`src/rtl/imem_boot_loader_if.sv`:
```
// rtl/imem_boot_loader_if.sv - byte stream handshake between image source and boot loader
interface imem_boot_loader_if;
   logic       rx_valid;
   logic [7:0] rx_data;
   logic       rx_ready;

   modport master (output rx_valid, output rx_data, input rx_ready);
   modport slave  (input rx_valid, input rx_data, output rx_ready);
endinterface

```
`src/rtl/imem_boot_loader.sv`:
```
// rtl/imem_boot_loader.sv - assembles a byte stream into instruction memory words and gates core reset
module imem_boot_loader #(
   parameter int ADDR_WIDTH     = 8,
   parameter int TIMEOUT_CYCLES = 1000000
) (
   input  logic                  clk,
   input  logic                  reset,
   imem_boot_loader_if.slave     rx,
   output logic                  imem_we,
   output logic [ADDR_WIDTH-1:0] imem_addr,
   output logic [31:0]           imem_wdata,
   output logic                  core_reset,
   output logic                  loading,
   output logic                  load_error,
   output logic [ADDR_WIDTH:0]   words_loaded
);

   localparam int TW = $clog2(TIMEOUT_CYCLES + 1);

   typedef enum logic [2:0] {
      S_LEN_HI,
      S_LEN_LO,
      S_DATA,
      S_FLUSH,
      S_RUN,
      S_ERROR
   } state_t;

   state_t                state_q, state_d;
   logic [15:0]           len_q, len_d;
   logic [23:0]           word_q, word_d;
   logic [1:0]            byte_idx_q, byte_idx_d;
   logic [TW-1:0]         timer_q, timer_d;
   logic                  imem_we_q, imem_we_d;
   logic [ADDR_WIDTH-1:0] imem_addr_q, imem_addr_d;
   logic [31:0]           imem_wdata_q, imem_wdata_d;
   logic                  core_reset_q, core_reset_d;
   logic                  loading_q, loading_d;
   logic                  load_error_q, load_error_d;
   logic [ADDR_WIDTH:0]   words_loaded_q, words_loaded_d;

   logic        accept;
   logic        timeout;
   logic        last_word;
   logic [15:0] new_len;

   // Ready only in byte-consuming states, and never while reset is held.
   assign rx.rx_ready = ~reset & ((state_q == S_LEN_HI) | (state_q == S_LEN_LO) | (state_q == S_DATA));
   assign accept      = rx.rx_valid & rx.rx_ready;
   assign new_len     = {len_q[15:8], rx.rx_data};
   // An accept on the limit cycle wins; the caller checks accept first.
   assign timeout     = (timer_q + TW'(1)) == TW'(TIMEOUT_CYCLES);
   // words_loaded already counts every earlier word when byte 3 of the next one lands.
   assign last_word   = 32'(words_loaded_q) == (32'(len_q) - 32'd1);

   // Next-state, datapath and registered-output computation.
   always_comb begin
      state_d        = state_q;
      len_d          = len_q;
      word_d         = word_q;
      byte_idx_d     = byte_idx_q;
      imem_we_d      = 1'b0;
      imem_addr_d    = imem_addr_q;
      imem_wdata_d   = imem_wdata_q;
      words_loaded_d = words_loaded_q + {{ADDR_WIDTH{1'b0}}, imem_we_q};

      case (state_q)
         S_LEN_HI: begin
            if (accept) begin
               len_d[15:8] = rx.rx_data;
               state_d     = S_LEN_LO;
            end
         end
         S_LEN_LO: begin
            if (accept) begin
               len_d[7:0] = rx.rx_data;
               if (new_len == 16'd0)
                  state_d = S_RUN;
               else if (32'(new_len) > (32'd1 << ADDR_WIDTH))
                  state_d = S_ERROR;
               else
                  state_d = S_DATA;
            end else if (timeout) begin
               state_d = S_ERROR;
            end
         end
         S_DATA: begin
            if (accept) begin
               word_d     = {word_q[15:0], rx.rx_data};
               byte_idx_d = byte_idx_q + 2'd1;
               if (byte_idx_q == 2'd3) begin
                  imem_we_d    = 1'b1;
                  imem_wdata_d = {word_q, rx.rx_data};
                  imem_addr_d  = words_loaded_q[ADDR_WIDTH-1:0];
                  if (last_word)
                     state_d = S_FLUSH;
               end
            end else if (timeout) begin
               state_d = S_ERROR;
            end
         end
         S_FLUSH: state_d = S_RUN;
         S_RUN:   state_d = S_RUN;
         S_ERROR: state_d = S_ERROR;
         default: state_d = S_ERROR;
      endcase

      if (accept || (state_d != state_q))
         timer_d = '0;
      else if ((state_q == S_LEN_LO) || (state_q == S_DATA))
         timer_d = timer_q + TW'(1);
      else
         timer_d = timer_q;

      core_reset_d = (state_d != S_RUN);
      loading_d    = (state_d != S_RUN) && (state_d != S_ERROR);
      load_error_d = (state_d == S_ERROR);
   end

   // State and output registers with synchronous reset.
   always_ff @(posedge clk) begin
      if (reset) begin
         state_q        <= S_LEN_HI;
         len_q          <= '0;
         word_q         <= '0;
         byte_idx_q     <= '0;
         timer_q        <= '0;
         imem_we_q      <= 1'b0;
         imem_addr_q    <= '0;
         imem_wdata_q   <= '0;
         core_reset_q   <= 1'b1;
         loading_q      <= 1'b1;
         load_error_q   <= 1'b0;
         words_loaded_q <= '0;
      end else begin
         state_q        <= state_d;
         len_q          <= len_d;
         word_q         <= word_d;
         byte_idx_q     <= byte_idx_d;
         timer_q        <= timer_d;
         imem_we_q      <= imem_we_d;
         imem_addr_q    <= imem_addr_d;
         imem_wdata_q   <= imem_wdata_d;
         core_reset_q   <= core_reset_d;
         loading_q      <= loading_d;
         load_error_q   <= load_error_d;
         words_loaded_q <= words_loaded_d;
      end
   end

   assign imem_we      = imem_we_q;
   assign imem_addr    = imem_addr_q;
   assign imem_wdata   = imem_wdata_q;
   assign core_reset   = core_reset_q;
   assign loading      = loading_q;
   assign load_error   = load_error_q;
   assign words_loaded = words_loaded_q;

endmodule

```
`src/flat_wrapper.sv`:
```
// flat-port wrapper written by rule: the top's interface ports become plain ports
module imem_boot_loader_flat 
#(
   parameter int ADDR_WIDTH     = 8,
   parameter int TIMEOUT_CYCLES = 1000000
)
  (clk, reset, imem_we, imem_addr, imem_wdata, core_reset, loading, load_error, words_loaded, rx_rx_valid, rx_rx_data, rx_rx_ready);
  imem_boot_loader_if rx_i ();
  input  logic clk;
  input  logic reset;
  output logic imem_we;
  output logic [ADDR_WIDTH-1:0] imem_addr;
  output logic [31:0] imem_wdata;
  output logic core_reset;
  output logic loading;
  output logic load_error;
  output logic [ADDR_WIDTH:0] words_loaded;
  input wire logic [$bits(rx_i.rx_valid)-1:0] rx_rx_valid;
  input wire logic [$bits(rx_i.rx_data)-1:0] rx_rx_data;
  output wire logic [$bits(rx_i.rx_ready)-1:0] rx_rx_ready;
  assign rx_i.rx_valid = rx_rx_valid;
  assign rx_i.rx_data = rx_rx_data;
  assign rx_rx_ready = rx_i.rx_ready;
  imem_boot_loader #(.ADDR_WIDTH(ADDR_WIDTH), .TIMEOUT_CYCLES(TIMEOUT_CYCLES)) u_core (.clk(clk), .reset(reset), .rx(rx_i), .imem_we(imem_we), .imem_addr(imem_addr), .imem_wdata(imem_wdata), .core_reset(core_reset), .loading(loading), .load_error(load_error), .words_loaded(words_loaded));
endmodule
```
`config.mk`:
```
export PLATFORM = sky130hd
export DESIGN_NAME = imem_boot_loader_flat
export DESIGN_NICKNAME = d
export VERILOG_FILES = /design/src/rtl/imem_boot_loader_if.sv /design/src/rtl/imem_boot_loader.sv /design/src/flat_wrapper.sv
export SDC_FILE = /design/constraint.sdc
export NUM_CORES = 1
export LEC_CHECK = 0
export BUFFER_PORTS_ARGS = -buffer_cell sky130_fd_sc_hd__buf_2
export CAP_MARGIN = 20
export CORE_ASPECT_RATIO = 1.25
export CORE_MARGIN = 2
export CORE_UTILIZATION = 45
export CTS_BUF_LIST = sky130_fd_sc_hd__clkbuf_4 sky130_fd_sc_hd__clkbuf_8 sky130_fd_sc_hd__clkbuf_16
export DETAILED_ROUTE_END_ITERATION = 7
export HOLD_SLACK_MARGIN = 0.02
export REMOVE_ABC_BUFFERS = 1
export SETUP_SLACK_MARGIN = 0.5
export SYNTH_ARGS = -nofsm -noshare
export SYNTH_HDL_FRONTEND = slang
export SYNTH_SLANG_ARGS = --single-unit
```
`constraint.sdc`:
```
create_clock -name clk -period 3.2 [get_ports clk]
set_clock_uncertainty 0.15 [all_clocks]
set_input_delay 0.16 -clock clk [delete_from_list [all_inputs] [get_ports clk]]
set_output_delay 0.16 -clock clk [all_outputs]
set_load 0.02 [all_outputs]
```
==> impl_results.rst <==
.. list-table::
   :header-rows: 1

   * - Metric
     - Value
   * - First-pass detailed-route iteration total
     - 4
   * - Wire length after detailed routing
     - 11890 um
   * - Worst Tran Pin Value
     - 960.7 ps
   * - Status
     - completed
   * - Total standard cell area after synthesis
     - 5167 um2
   * - Quantity of I/O buffers inserted on ports
     - 64
   * - DIE WIDTH
     - 99.85 um
   * - Max transition margin
     - 35.95%
   * - Layout Cells excl Fill
     - 839
   * - Post-Route Setup TNS
     - 0 ps
   * - CTS buffer count
     - 17
   * - Ratio of routed vias to standard cells
     - 5.329
   * - Register area
     - 2374 um2
   * - Final setup violation count
     - 0
   * - Final Hold Violating Endpoints
     - 0
   * - Reg clk slew, reported paths
     - 50 ps
   * - Number of clock sinks
     - between 100 and 150
   * - Worst path max stage delay
     - 530 ps
   * - Initial Util
     - 46.40%
   * - Predominant post-synthesis flop cell
     - sky130_fd_sc_hd__dfxtp_1
   * - Power density cells
     - between 500 and 600 nW/um2
   * - RSZ-0062 raised after global routing
     - false
   * - Placed Instances
     - roughly 800
   * - Total half-perimeter wirelength after legalization and detailed placement
     - roughly 7900 um
   * - Fmax
     - 376.9 MHz
   * - Final-stage net count
     - 708
   * - Detailed Route Iter0 Violations
     - 211
   * - Instance area after placement
     - 5513 um2
   * - Share of final-layout standard cells stronger than drive strength 1
     - 17.76%
   * - Syn_area_per_cell
     - 8.163 um2
   * - Antenna violations before repair
     - 0
   * - Synthesized flop and latch total
     - 118
   * - Fin crit period
     - 2653 ps
   * - Synthesis warning total
     - 0
   * - Routed length per instance
     - 14.17 um
   * - Count of antenna diodes in the layout
     - 0
   * - WP data arrival
     - 2800 ps
   * - Number of enable-type register cells in the synthesized netlist
     - 0
   * - Clock Latency Late Sink
     - 410 ps
   * - Antenna Nets Post-Route
     - 0
   * - Pleak
     - 2.414 nW
   * - Overall track demand over capacity in global routing
     - 19.48%
   * - Worst-path maximum fanout
     - 5
   * - Power, Total
     - 3.504 mW
   * - Count of cell types in the netlist
     - 61
   * - Layout fillers
     - 1039
   * - Fraction of registers with async set or reset after synthesis
     - 0%
   * - Category of the worst setup path launch point
     - flop
   * - Area of the multi-input gates
     - 2615 um2
   * - Met3 track utilization from global routing
     - under 10%
   * - Global-route congestion overflow total
     - 0
   * - Setup slack of the critical path after layout
     - 546.9 ps
   * - Most Crowded Layer GR
     - met2
   * - Critical path required time
     - 3340 ps
   * - Final non-filler cell area
     - 6236 um2
   * - Startpoint-to-endpoint class of the critical path
     - flop to flop
   * - Global routing usage on met1
     - 21.20%
   * - Via count of the first global-routing pass
     - ~4100
   * - TritonCTS clock tree
     - done
   * - Max Cap Viol
     - 0
   * - Area of the placeable core
     - 11140 um2
   * - Number of ports placed on the die boundary
     - 65
   * - Kind of path behind the tightest hold check
     - input pin to flop
   * - Synth-to-layout area growth
     - 20.68%
   * - Register area share after synthesis
     - roughly 46%
   * - Buffers inserted by post-CTS timing repair
     - 0
   * - Maximum number of pins on one net before global-route repair
     - 99
   * - Count of unresolved DRC violations after routing
     - 0
   * - Full die area
     - between 10000 and 15000 um2
   * - Kind of capture point of the worst setup path
     - flop
   * - Maximum clock path buffer count
     - 2
   * - Placement Setup Slack
     - 520.1 ps
   * - Worst VDD drop
     - approximately 0.36 mV
   * - Sequence of cells on the critical path
     - nand3_2 > or2_1 > or4_1 > a22oi_1 > nand4_1 > o21bai_2 > nor2_1
   * - Cell type group with the largest total delay on the critical path
     - simple AND/OR/NAND/NOR gates
   * - Clock Root Buffer
     - sky130_fd_sc_hd__clkbuf_16
   * - Gate Count Post-Synth
     - between 600 and 700
   * - Fin crit share
     - ~83%
   * - Htree depth
     - 4
   * - Final core area utilization
     - 55.99%
   * - Fin Hold WS
     - 85.68 ps
   * - Met2 track demand over resource in global routing
     - a little over a third
   * - Global-route wire length before repair
     - approximately 19000 um
   * - CP bufs+invs
     - 0
   * - Slew Viols, Final
     - 0
   * - Cell Rows
     - 43
   * - Count of vias placed by the detailed router
     - ~4500
   * - Routability Congestion
     - 0.8299
   * - Vertical die dimension
     - 123.8 um
   * - Slowest CP cell
     - sky130_fd_sc_hd__or4_1
[per-layer routing]
layer  vias to the layer above  part of all wire [%]
li1                       2273                     -
met1                      2104                    41
met2                        76                    53
met3                        18                   3.7
met4                         0                   2.0
met5                         -                     0
[Yosys cell counts (5+ instances only)]
master	instances	area, um2
sky130_fd_sc_hd__nand3b_1	13	97.59
sky130_fd_sc_hd__clkbuf_1	23	86.33
sky130_fd_sc_hd__xnor2_1	19	166.4
sky130_fd_sc_hd__buf_2	10	50.05
sky130_fd_sc_hd__a21oi_1	70	350.3
sky130_fd_sc_hd__inv_1	8	30.03
sky130_fd_sc_hd__nor2_1	45	168.9
sky130_fd_sc_hd__or3_1	6	37.54
sky130_fd_sc_hd__nand3_1	29	145.1
sky130_fd_sc_hd__xor2_1	20	175.2
sky130_fd_sc_hd__nor3_1	7	35.03
sky130_fd_sc_hd__nand4_1	9	56.30
sky130_fd_sc_hd__dfxtp_1	118	2362
sky130_fd_sc_hd__nand2_1	155	581.8
sky130_fd_sc_hd__and3_1	7	43.79
sky130_fd_sc_hd__ha_1	5	62.56
sky130_fd_sc_hd__o21ai_0	8	40.04
sky130_fd_sc_hd__mux2i_1	10	100.1
[repair_timing]
action	4_1_cts	5_1_grt
resized for setup	0	15
endpoints found under the hold margin	32	0
hold buffers	8	0
endpoints found under the setup margin	0	12
[final timing paths]
check / from / end / slack (ps) / cells past startpoint
max reg2reg: u_core.timer_q[5]$_SDFFE_PP0P_ / u_core.timer_q[19]$_SDFFE_PP0P_ / 550 / 7
max: u_core.timer_q[5]$_SDFFE_PP0P_ / u_core.timer_q[19]$_SDFFE_PP0P_ / 550 / 7
min reg2reg: u_core.imem_wdata[27]$_SDFFE_PP0P_ / u_core.imem_wdata[27]$_SDFFE_PP0P_ / 300 / 2
min: rx_rx_valid / u_core.state_q[1]$_SDFF_PP0_ / 90 / 5
[logic make-up (layout without fill, tap and decap cells)]
family / Yosys count / in the layout / share of synthesized area [%]
and+or+nand+nor: 307 / 307 / 27.92
DFF: 118 / 118 / 45.71
AOI/OAI and AO/OA: 106 / 107 / 12.23
buffers and inverters: 48 / 118 / 4.383
xor gates and xnor gates: 39 / 39 / 6.610
muxes: 10 / 10 / 1.937
adders and majority gates: 5 / 5 / 1.211
[registers in the layout, summed over array words and instances (netlist names)]
name / cells
u_core.byte_idx_q: 2
u_core.core_reset: 1
u_core.imem_addr: 8
u_core.imem_wdata: 32
u_core.imem_we: 1
u_core.len_q: 16
u_core.load_error: 1
u_core.loading: 1
u_core.state_q: 3
u_core.timer_q: 20
u_core.word_q: 24
u_core.words_loaded: 9
[layout make-up]
class                   instances  share of cell area [%]
repair buffers                 79                   7.263
clock inverters                 9                   2.026
multi-input cells             468                   41.93
inverters                       8                  0.4815
flip-flops and latches        118                   38.06
well taps                     135                   2.709
clock buffers                  22                   7.524
[tightest hold or removal path: stages]
cell                       delay [ps]
sky130_fd_sc_hd__buf_2            140
sky130_fd_sc_hd__nand4_1          110
sky130_fd_sc_hd__nor3_1            70
sky130_fd_sc_hd__nand2_1           50
sky130_fd_sc_hd__a211oi_1          50
[power by group]
group          total [mW]  internal [mW]  switching (mW)
clock                1.90           1.27           0.633
sequential           1.49           1.48          0.0103
combinational       0.113         0.0418          0.0708
[cells in the final DEF (no fill, tap or decap), types with 3 or more instances in the layout]
cell type	n
sky130_fd_sc_hd__xor2_1	20
sky130_fd_sc_hd__and3_1	7
sky130_fd_sc_hd__nand2_1	155
sky130_fd_sc_hd__o21ai_0	8
sky130_fd_sc_hd__xnor2_1	19
sky130_fd_sc_hd__nand3b_1	13
sky130_fd_sc_hd__dlygate4sd3_1	8
sky130_fd_sc_hd__bufinv_16	3
sky130_fd_sc_hd__clkbuf_16	17
sky130_fd_sc_hd__nand4_1	9
sky130_fd_sc_hd__nand3_1	29
sky130_fd_sc_hd__buf_2	64
sky130_fd_sc_hd__dfxtp_1	109
sky130_fd_sc_hd__ha_1	3
sky130_fd_sc_hd__nor2b_1	4
sky130_fd_sc_hd__or4_1	3
sky130_fd_sc_hd__and2_1	3
sky130_fd_sc_hd__a21oi_1	70
sky130_fd_sc_hd__or3_1	6
sky130_fd_sc_hd__clkinv_2	4
sky130_fd_sc_hd__clkbuf_4	4
sky130_fd_sc_hd__nor4_1	4
sky130_fd_sc_hd__buf_4	7
sky130_fd_sc_hd__mux2i_1	10
sky130_fd_sc_hd__nor3b_1	3
sky130_fd_sc_hd__nor2_1	45
sky130_fd_sc_hd__inv_1	8
sky130_fd_sc_hd__dfxtp_2	9
sky130_fd_sc_hd__nor3_1	7
sky130_fd_sc_hd__nor4b_1	4
sky130_fd_sc_hd__a211oi_1	3
(Power assumes the default switching activity.)
